**src/rtl/controlador_revelado.sv**
```systemverilog
// Reveal controller for an 8x8 minesweeper board with a same-cycle read port.
// Define REVEAL_CASCADE_EN to enable the flood-fill cascade from zero-count cells.
module controlador_revelado (
    input  logic       clk,
    input  logic       rst,
    input  logic       start,
    input  logic [2:0] i_sel,
    input  logic [2:0] j_sel,
    output logic [5:0] cell_addr,
    input  logic [6:0] cell_rdata,
    output logic       cell_we,
    output logic [6:0] cell_wdata,
    output logic       busy,
    output logic       done,
    output logic       hit_bomb,
    output logic [6:0] revealed_count
);
    typedef enum logic [2:0] {
        S_IDLE  = 3'd0,
        S_ROOT  = 3'd1,
        S_POP   = 3'd2,
        S_NEIGH = 3'd3,
        S_DONE  = 3'd4
    } state_t;

    state_t     state_q, state_d;
    logic [5:0] root_q, root_d;
    logic       hit_q, hit_d;
    logic [6:0] cnt_q, cnt_d;
    logic       we_s;
    logic [5:0] addr_s;
    logic       cell_free_s;

    assign cell_free_s = ~cell_rdata[6] & ~cell_rdata[5];

`ifdef REVEAL_CASCADE_EN
    logic [5:0] q_mem [0:63];
    logic [5:0] head_q, head_d, tail_q, tail_d;
    logic [6:0] qcnt_q, qcnt_d;
    logic       push_s;
    logic [5:0] push_addr_s;
    logic [2:0] cur_i_q, cur_i_d, cur_j_q, cur_j_d, n_q, n_d;
    logic [3:0] di_s, dj_s, ni_s, nj_s;
    logic       on_board_s;

    // Neighbour offsets; a 4-bit sum with bit3 set means the neighbour fell off the board
    always_comb begin
        di_s = 4'h0;
        dj_s = 4'h0;
        case (n_q)
            3'd0:    begin di_s = 4'hF; dj_s = 4'hF; end
            3'd1:    begin di_s = 4'hF; dj_s = 4'h0; end
            3'd2:    begin di_s = 4'hF; dj_s = 4'h1; end
            3'd3:    begin di_s = 4'h0; dj_s = 4'hF; end
            3'd4:    begin di_s = 4'h0; dj_s = 4'h1; end
            3'd5:    begin di_s = 4'h1; dj_s = 4'hF; end
            3'd6:    begin di_s = 4'h1; dj_s = 4'h0; end
            default: begin di_s = 4'h1; dj_s = 4'h1; end
        endcase
        ni_s       = {1'b0, cur_i_q} + di_s;
        nj_s       = {1'b0, cur_j_q} + dj_s;
        on_board_s = ~ni_s[3] & ~nj_s[3];
    end

    // Queue storage; written only in the cycle a zero-count cell is revealed
    always_ff @(posedge clk) begin
        if (push_s) begin
            q_mem[tail_q] <= push_addr_s;
        end
    end

    // Queue pointers, current cell and neighbour index
    always_ff @(posedge clk) begin
        if (rst) begin
            head_q  <= 6'd0;
            tail_q  <= 6'd0;
            qcnt_q  <= 7'd0;
            cur_i_q <= 3'd0;
            cur_j_q <= 3'd0;
            n_q     <= 3'd0;
        end else begin
            head_q  <= head_d;
            tail_q  <= tail_d;
            qcnt_q  <= qcnt_d;
            cur_i_q <= cur_i_d;
            cur_j_q <= cur_j_d;
            n_q     <= n_d;
        end
    end
`endif

    // Control state and operation results
    always_ff @(posedge clk) begin
        if (rst) begin
            state_q <= S_IDLE;
            root_q  <= 6'd0;
            hit_q   <= 1'b0;
            cnt_q   <= 7'd0;
        end else begin
            state_q <= state_d;
            root_q  <= root_d;
            hit_q   <= hit_d;
            cnt_q   <= cnt_d;
        end
    end

    // Next-state, board access and queue control
    always_comb begin
        state_d = state_q;
        root_d  = root_q;
        hit_d   = hit_q;
        cnt_d   = cnt_q;
        we_s    = 1'b0;
        addr_s  = 6'd0;
`ifdef REVEAL_CASCADE_EN
        head_d      = head_q;
        tail_d      = tail_q;
        qcnt_d      = qcnt_q;
        cur_i_d     = cur_i_q;
        cur_j_d     = cur_j_q;
        n_d         = n_q;
        push_s      = 1'b0;
        push_addr_s = 6'd0;
`endif
        case (state_q)
            S_IDLE: begin
                if (start) begin
                    root_d  = {i_sel, j_sel};
                    hit_d   = 1'b0;
                    cnt_d   = 7'd0;
                    state_d = S_ROOT;
                end else begin
                    state_d = S_IDLE;
                end
            end
            S_ROOT: begin
                addr_s  = root_q;
                state_d = S_DONE;
                if (!cell_free_s) begin
                    we_s = 1'b0;
                end else if (cell_rdata[4]) begin
                    we_s  = 1'b1;
                    hit_d = 1'b1;
                end else begin
                    we_s  = 1'b1;
                    cnt_d = cnt_q + 7'd1;
`ifdef REVEAL_CASCADE_EN
                    if (cell_rdata[3:0] == 4'd0) begin
                        push_s      = 1'b1;
                        push_addr_s = root_q;
                        tail_d      = tail_q + 6'd1;
                        qcnt_d      = qcnt_q + 7'd1;
                        state_d     = S_POP;
                    end else begin
                        state_d = S_DONE;
                    end
`endif
                end
            end
`ifdef REVEAL_CASCADE_EN
            S_POP: begin
                if (qcnt_q == 7'd0) begin
                    state_d = S_DONE;
                end else begin
                    cur_i_d = q_mem[head_q][5:3];
                    cur_j_d = q_mem[head_q][2:0];
                    head_d  = head_q + 6'd1;
                    qcnt_d  = qcnt_q - 7'd1;
                    n_d     = 3'd0;
                    state_d = S_NEIGH;
                end
            end
            S_NEIGH: begin
                addr_s = {ni_s[2:0], nj_s[2:0]};
                if (on_board_s && cell_free_s && !cell_rdata[4]) begin
                    we_s  = 1'b1;
                    cnt_d = cnt_q + 7'd1;
                    if (cell_rdata[3:0] == 4'd0) begin
                        push_s      = 1'b1;
                        push_addr_s = addr_s;
                        tail_d      = tail_q + 6'd1;
                        qcnt_d      = qcnt_q + 7'd1;
                    end else begin
                        push_s = 1'b0;
                    end
                end else begin
                    we_s = 1'b0;
                end
                n_d = n_q + 3'd1;
                if (n_q == 3'd7) begin
                    state_d = S_POP;
                end else begin
                    state_d = S_NEIGH;
                end
            end
`endif
            S_DONE: begin
                state_d = S_IDLE;
            end
            default: begin
                state_d = S_IDLE;
            end
        endcase
    end

    assign cell_addr      = addr_s;
    assign cell_we        = we_s & ~rst;
    assign cell_wdata     = cell_rdata | 7'h40;
    assign busy           = (state_q != S_IDLE);
    assign done           = (state_q == S_DONE);
    assign hit_bomb       = hit_q;
    assign revealed_count = cnt_q;
endmodule

```
**config.mk**
```make
export PLATFORM = sky130hd
export DESIGN_NAME = controlador_revelado
export DESIGN_NICKNAME = d
export VERILOG_FILES = /design/src/rtl/controlador_revelado.sv
export SDC_FILE = /design/constraint.sdc
export NUM_CORES = 1
export LEC_CHECK = 0
export CAP_MARGIN = 10
export CORE_UTILIZATION = 55
export DETAILED_ROUTE_END_ITERATION = 7
export DONT_BUFFER_PORTS = 1
export GPL_TIMING_DRIVEN = 0
export PLACE_DENSITY = 0.8
export SETUP_SLACK_MARGIN = 0.2
export SLEW_MARGIN = 20
export SYNTH_ARGS = -nofsm -noshare
export SYNTH_HDL_FRONTEND = slang
export SYNTH_SLANG_ARGS = --single-unit
```
**constraint.sdc**
```tcl
create_clock -name clk -period 5.5 [get_ports clk]
set_clock_uncertainty 0.2 [all_clocks]
set_input_delay 1.65 -clock clk [delete_from_list [all_inputs] [get_ports clk]]
set_output_delay 1.65 -clock clk [all_outputs]
set_load 0.02 [all_outputs]
```
# Word-level counts from Yosys, hierarchy flattened
# Index checks and enable logic that the tools add are counted.
[op_classes]
n_bitwise = 5
eq_ne = 6
reduce_logical = 6
n_addsub = 1
n_mux = 13
[ops]
columns = ["cell", "count"]
rows = [
  ["$mux 7", 3],
  ["$pmux 7 s2", 1],
  ["$ne 2x2->1 const B", 4],
  ["$reduce_and 4->1", 2],
  ["$add 7x1->7 const B", 1],
  ["$mux 1", 6],
  ["$mux 6", 1],
  ["$pmux 3 s2", 1],
  ["$eq 3x1->1 const B", 1],
  ["$eq 3x3->1 const B", 1],
  ["$logic_not 3->1", 1],
  ["$not 1->1", 3],
  ["$reduce_bool 3->1", 1],
  ["$and 1x1->1", 2],
  ["$pmux 1 s2", 1],
  ["$reduce_and 2->1", 1],
  ["$reduce_bool 2->1", 1],
]
[word_totals]
wordCells = 35
in_bits = 16
out_inout_bits = 24
register_bits = 17

# Longest topological paths before layout
# Gate-level depths: netlist of the first run.
[logic_depth]
ltp_word = 5
mapped_depth = 5
depth_no_buf = 5

# Worst setup path after synthesis of the first run
# Ideal clock, no wire load.
[synth_timing]
path_kind = "input-to-output"
start = "input port rst"
end = "output port cell_we"
setup_slack_ps = 1582
required_time_ps = 3650
t_arrival_ps = 2068
path_stages = 2
n_path_buf = 0
path_cell_list = "nor2b_1 > and2_1"
[synth_between]
elab_chain_len = 2
[synth_lines]
columns = ["element", "line", "source"]
rows = [
  ["from (decl)", "5", "input logic rst,"],
  ["$not 1->1", "207", "assign cell_we = we_s & ~rst;"],
  ["$and 1x1->1", "207", ""],
  ["to (decl)", "11", "output logic cell_we,"],
]
# No other way between the ends.

# Worst setup path after layout of the first run
# Same ends and word-level chain as after synthesis.

==> qor.txt, run 1 <==
Most congested layer reported by global routing -> met2
Starting Density -> 59.3%
Tightest Hold Check Type -> flip-flop to flip-flop
Via/cell ratio -> 5.75
Crit Path Class -> input pin to output pin
Largest net degree at the start of global routing -> 10
Number of inserted diodes -> 0
Setup tns final -> 0 ns
Clock Tree Root -> sky130_fd_sc_hd__clkbuf_4
Library cell with the largest summed area after synthesis -> sky130_fd_sc_hd__dfxtp_1
Peak supply drop -> 0.162 mV
Count of buffers from port buffering -> 0
Wire length of the first global-routing pass -> 1970 um
Final-report max-slew violation count -> 0
Clock tree sinks -> 16
Async S/R FF share, synth -> 0%
Cell types occupying the most area after synthesis -> sky130_fd_sc_hd__dfxtp_1, sky130_fd_sc_hd__buf_4, sky130_fd_sc_hd__a22o_1, sky130_fd_sc_hd__and2_1, sky130_fd_sc_hd__nand2b_1
Drt drc -> 0
Drt first-iter violations -> 8
Die height -> 39.5 um
Netlist area before placement -> 772 sq um
Deepest clock path buffer count -> 2
Number of buffers inserted for hold repair after clock tree synthesis -> 0
Num rows -> 13
Clock buffer count from CTS -> 3
DP Wirelength -> 1080 um
Vias in the first global route -> 484
Reported leakage power -> 0.329 nW
Most used cells in the layout excluding fill and tap cells -> sky130_fd_sc_hd__dfxtp_1, sky130_fd_sc_hd__and2_1, sky130_fd_sc_hd__nor2_1, sky130_fd_sc_hd__nand2b_1, sky130_fd_sc_hd__buf_4
Sequential cell area fraction in the yosys report -> 41.5%
Routed WL per cell -> 13.8 um
Setup repair after global routing missed its margin -> no
Antenna Nets Post-Route -> 0
Full die area -> 0.00156 sq mm
Required time at the endpoint of the critical path -> 3.65 ns
Setup violation total in the final timing report -> 0
Worst path bufs/invs -> 0
Footprint of the multi-input gates -> 395 sq um
Post-synthesis cell count -> 82
Proportion of netlist area held by the largest area contributor -> 41.5%
Final WL -> 1390 um
# H-tree levels -> 1
Cts repair resizes -> 0
Global Route met3 Usage -> 6.82%
Data arrival time of the worst path -> 2.12 ns
Total track usage -> 19.8%
Synthesized area per cell -> 9.41 sq um
Reg area -> 320 sq um
Post-synthesis register bit count -> 16
Type of element capturing the critical path -> output pin
Setup Fix Bufs, Post-CTS -> 0
Max_slew headroom -> 52.5%
Clock-pin slew reported for the worst setup and hold paths after clock tree synthesis -> 0.09 ns
Highest achievable clock rate -> 252 MHz
Commonest non-fill, non-tap cell in the layout -> sky130_fd_sc_hd__dfxtp_1
Number of placed I/O pins -> 40
Fraction of layout cells with a size suffix above 1 -> 17.4%
Mapped Nets -> 99
Commonest register cell after synthesis -> sky130_fd_sc_hd__dfxtp_1
Status -> finished clean
Floorplan die width -> 39.5 um
Fin crit period -> 3.97 ns
Max-capacitance violation count -> 0
Number of antenna violations at the first check in global routing -> 0
Total via count in the routed design -> 581
Routability congestion estimate from global placement -> 0.776
Core Region -> 0.00130 sq mm
TritonCTS clock tree -> yes
Global routing usage on met1 -> 20.5%
Crit-path slowest cell -> sky130_fd_sc_hd__and2_1
Kind of launch point of the worst setup path -> input pin
Pre-antenna DRT Iters -> 4
Final-layout fill cell count -> 122
Actual slew at the worst max-slew pin -> 0.713 ns
Total number of yosys warnings -> 0
Largest fanout on the critical path -> 6
Number of distinct library cells after synthesis -> 25
Cell area power density -> 277 mW/mm^2
Final period util -> 72.2%
Area growth from synthesis to final layout -> 7.13%
Post-route worst hold slack -> 0.285 ns
Biggest cell delay along the critical path -> 0.28 ns
Post-synth EDFFs -> 0
Total global routing overflow -> 0
Cell family with the largest share of critical-path delay -> simple AND/OR/NAND/NOR gates
GR Layer Usage met2 -> 33.2%
Hold Vio Cnt, Final -> 0
Critical Path, Cell by Cell -> nor2b_1 > and2_1
Latest clock arrival within the worst-skew pair -> 0.29 ns
Final net count -> 104
## cells in the mapped netlist, types with 2 or more instances
cell	instances
sky130_fd_sc_hd__nand4b_1	2
sky130_fd_sc_hd__a211oi_2	2
sky130_fd_sc_hd__a22o_1	6
sky130_fd_sc_hd__nand2_1	5
sky130_fd_sc_hd__a21oi_1	4
sky130_fd_sc_hd__nor2b_1	2
sky130_fd_sc_hd__nand2b_1	7
sky130_fd_sc_hd__buf_4	7
sky130_fd_sc_hd__nor2_1	7
sky130_fd_sc_hd__xnor2_1	4
sky130_fd_sc_hd__and2_1	7
sky130_fd_sc_hd__dfxtp_1	16
## state kept, by name, summed over array words and instances, names as in the netlist
signal and cells:
root_q 6, revealed_count 7, state_q 2, hit_bomb 1
## routing by layer
layer  routed length (um)  up-vias
met5                    0        -
met4                   29        0
met3                  109        4
met2                  682       28
met1                  571      266
li1                     -      283
## path summary, 6_finish.rpt
check                                 from                 to  slack [ns]  depth (start not counted)
worst max-delay path                   rst            cell_we        1.53                          2
worst min-delay path             root_q[5]          root_q[5]        0.29                          1
worst max register to register  state_q[0]  revealed_count[6]        3.77                          4
worst min register to register   root_q[5]          root_q[5]        0.29                          1
## cell type report
class	count	share of cell area (%)
Multi-Input combinational cell	58	47.8
Sequential cell	16	38.7
Buffer	7	6.35
Clock buffer	4	4.39
Tap cell	15	2.27
Inverter	1	0.454
## cell families (layout without fill, tap and decap cells)
logic type,count (synthesis),in the layout,synth area share (%)
XOR/XNOR,4,4,4.54
other,1,1,0.486
adder cells (fa/ha/maj),1,1,1.62
AO/OA/AOI/OAI,16,16,17.2
multiplexers,1,1,1.30
AND/OR/NAND/NOR,35,35,26.1
flip-flops,16,16,41.5
buffers and inverters,8,12,7.29
## through the flow
stage               area, sq um  utilization (%)  power (mW)  setup WS, ns  cells
floorplan                   772                -       0.149          1.58     82
global placement            791             60.8       0.152          1.52     97
detailed placement          791             60.8       0.153          1.52     97
CTS                         827             63.6       0.230          1.52    101
global route                827             63.6       0.237          1.48    101
finish                      827             63.6       0.229          1.53    101
## report_power, final
part	switching, mW	internal (mW)
registers	0.00411	0.120
clock network	0.0387	0.0403
logic	0.0156	0.0101
Note: power is estimated with default switching activity, not from simulation.
==> run 2, diff against run 1 <==
ABC_AREA = 1   (was not set)
CORE_UTILIZATION = 54   (was 55)
PLACE_DENSITY = 0.82   (was 0.8)
clock period = 3.3 ns   (was 5.5 ns; I/O delays follow)
==> qor.txt, run 2 <==
Status -> finished clean
Num rows -> 14 (+1)
Clock tree sinks -> 16 (unchanged)
Footprint of the multi-input gates -> 394 sq um (-0.32%)
Starting Density -> 57.6% (-1.7 points)
Floorplan die width -> 42.1 um (+6.7%)
Worst-case setup slack after placement -> 0.477 ns (-1.04 ns)
Crit Reg-Reg Startpoint -> revealed_count[0]
Library cell with the largest summed area after synthesis -> sky130_fd_sc_hd__dfxtp_1
Drt drc -> 0 (unchanged)
Pre-antenna DRT Iters -> 5 (+1)
Setup repair after global routing missed its margin -> no
Max_slew headroom -> 56.9% (+4.4 points)
Total track usage -> 20.5% (+0.75 points)
Clock Tree Root -> sky130_fd_sc_hd__clkbuf_4
Actual slew at the worst max-slew pin -> 0.642 ns (-0.0711 ns)
R2R Path End -> revealed_count[2]
Setup tns final -> 0 ns (unchanged)
Hold Vio Cnt, Final -> 0 (unchanged)
Cts repair resizes -> 0 (unchanged)
Cell types occupying the most area after synthesis -> sky130_fd_sc_hd__dfxtp_1, sky130_fd_sc_hd__nand2_1, sky130_fd_sc_hd__inv_1, sky130_fd_sc_hd__nor2_1, sky130_fd_sc_hd__buf_4
Post-synthesis cell count -> 132 (+61%)
Area growth from synthesis to final layout -> 6.48%
Async S/R FF share, synth -> 0% (unchanged)
Setup violation total in the final timing report -> 0 (unchanged)
Largest net degree at the start of global routing -> 11 (+1)
Final WS setup -> 0.481 ns (-1.05 ns)
Commonest non-fill, non-tap cell in the layout -> sky130_fd_sc_hd__nand2_1
Kind of launch point of the worst setup path -> input pin
Number of placed I/O pins -> 40 (unchanged)
# H-tree levels -> 1 (unchanged)
Core Region -> 0.00151 sq mm (+16%)
Worst reg2reg path depth -> 5 (+1)
Deepest clock path buffer count -> 2 (unchanged)
Data arrival time of the worst path -> 1.63 ns (-0.49 ns)
Final-layout fill cell count -> 141 (+16%)
Most frequent cells after synthesis -> sky130_fd_sc_hd__nand2_1, sky130_fd_sc_hd__inv_1, sky130_fd_sc_hd__nor2_1, sky130_fd_sc_hd__dfxtp_1
Post-synthesis register bit count -> 16 (unchanged)
Setup Fix Bufs, Post-CTS -> 0 (unchanged)
Final period util -> 85.4%
Mapped Nets -> 149 (+51%)
Commonest register cell after synthesis -> sky130_fd_sc_hd__dfxtp_1
Total via count in the routed design -> 839 (+44%)
Sequential cell area fraction in the yosys report -> 36.9% (-4.6 points)
Proportion of netlist area held by the largest area contributor -> 36.9% (-4.6 points)
Reg area -> 320 sq um (unchanged)
Number of buffers inserted for hold repair after clock tree synthesis -> 0 (unchanged)
Cell area power density -> 440 mW/mm^2 (+59%)
Clock buffer count from CTS -> 3 (unchanged)
Full die area -> 0.00177 sq mm (+14%)
Final WL -> 1670 um (+20%)
Synthesized area per cell -> 6.58 sq um (-30%)
Type of element capturing the critical path -> output pin
Drt first-iter violations -> 20 (+12)
Via/cell ratio -> 5.52 (-4.0%)
Die height -> 42.1 um (+6.7%)
Routability congestion estimate from global placement -> 0.834 (+7.5%)
Max-capacitance violation count -> 0 (unchanged)
Number of inserted diodes -> 0 (unchanged)
Antenna Nets Post-Route -> 0 (unchanged)
Netlist area before placement -> 868 sq um (+12%)
Leading cell type by number of instances after synthesis -> sky130_fd_sc_hd__nand2_1
Capturing instance or port of the critical path -> cell_we
Reported leakage power -> 0.425 nW (+29%)
Final net count -> 154 (+48%)
DP Wirelength -> 1230 um (+14%)
Most used cells in the layout excluding fill and tap cells -> sky130_fd_sc_hd__nand2_1, sky130_fd_sc_hd__inv_1, sky130_fd_sc_hd__nor2_1
Critical Path Source -> cell_rdata[5]
Setup slack on the worst flop-to-flop path -> 1.68 ns (-2.09 ns)
Required time at the endpoint of the critical path -> 2.11 ns (-1.54 ns)
Clock-pin slew reported for the worst setup and hold paths after clock tree synthesis -> 0.09 ns (about the same)
Routed WL per cell -> 11.0 um (-20%)
Tightest Hold Check Type -> flip-flop to flip-flop
TritonCTS clock tree -> yes
Number of flip-flops in the largest register -> 7 (unchanged)
Fin crit period -> 2.82 ns
Vias in the first global route -> 684 (+41%)
Fraction of layout cells with a size suffix above 1 -> 19.1% (+1.7 points)
Total global routing overflow -> 0 (unchanged)
Number of antenna violations at the first check in global routing -> 0 (unchanged)
Post-synth EDFFs -> 0 (unchanged)
Latest clock arrival within the worst-skew pair -> 0.29 ns (about the same)
Number of distinct library cells after synthesis -> 21 (-16%)
Count of buffers from port buffering -> 0 (unchanged)
Wire length of the first global-routing pass -> 2820 um (+43%)
Total number of yosys warnings -> 0 (unchanged)
Peak supply drop -> 0.258 mV (+60%)
Largest fanout on the critical path -> 3 (-3)
Highest achievable clock rate -> 355 MHz
Final-report max-slew violation count -> 0 (unchanged)
Crit Path Class -> input pin to output pin
==> run 2: logic make-up (layout without fill, tap and decap cells) <==
family                   after synthesis  in the layout  synth area share (%)
AO/OA/AOI/OAI                         14             14                  9.37
flip-flops                            16             16                  36.9
adder cells (fa/ha/maj)                1              1                  1.44
buffers and inverters                 32             36                  17.7
AND/OR/NAND/NOR                       68             68                  34.1
other                                  1              1                 0.432
==> run 2: critical path, stage by stage <==
cell and delay [ns]:
sky130_fd_sc_hd__inv_1 0.03, sky130_fd_sc_hd__nand2_1 0.09, sky130_fd_sc_hd__nor3_1 0.52
==> run 2: per-layer routing <==
| layer | wire length, um | vias to the layer above | track usage [%] |
|---|---|---|---|
| li1 | - | 404 | - |
| met1 | 713 | 393 | 26.1 |
| met2 | 811 | 37 | 32.5 |
| met3 | 120 | 5 | 4.31 |
| met4 | 25 | 0 | 11.3 |
| met5 | 0 | - | 0 |
==> run 2: cell type report <==
type | count | area share [%]
Multi-Input combinational cell | 84 | 42.6
Sequential cell | 16 | 34.6
Inverter | 24 | 9.74
Buffer | 8 | 6.90
Clock buffer | 4 | 3.92
Tap cell | 16 | 2.17
==> run 2: worst min-delay path by stage <==
stage                    from        end  slack (ns)  depth (start not counted)
finish              root_q[3]  root_q[3]        0.28                          2
global route        root_q[5]  root_q[5]        0.31                          2
CTS                 root_q[3]  root_q[3]        0.28                          2
detailed placement  root_q[3]  root_q[3]        0.27                          2
global placement    root_q[4]  root_q[4]        0.26                          2
floorplan           root_q[0]  root_q[0]        0.25                          2
==> run 2: where the power goes <==
part           switching, mW  total (mW)  leakage [nW]  internal (mW)
logic                 0.0420      0.0634         0.274         0.0215
registers             0.0114       0.214         0.131          0.203
clock network         0.0625       0.130        0.0210         0.0672
==> run 2: through the flow <==
step	cell area [sq um]	total power, mW	utilization, %	instances	hold WS, ns
after global routing	925	0.426	61.4	152	0.306
after CTS	925	0.409	61.4	152	0.284
final	925	0.407	61.4	152	0.281
after floorplan	868	0.272	-	132	0.251
after detailed placement	888	0.281	59.0	148	0.266
after global placement	888	0.280	59.0	148	0.262
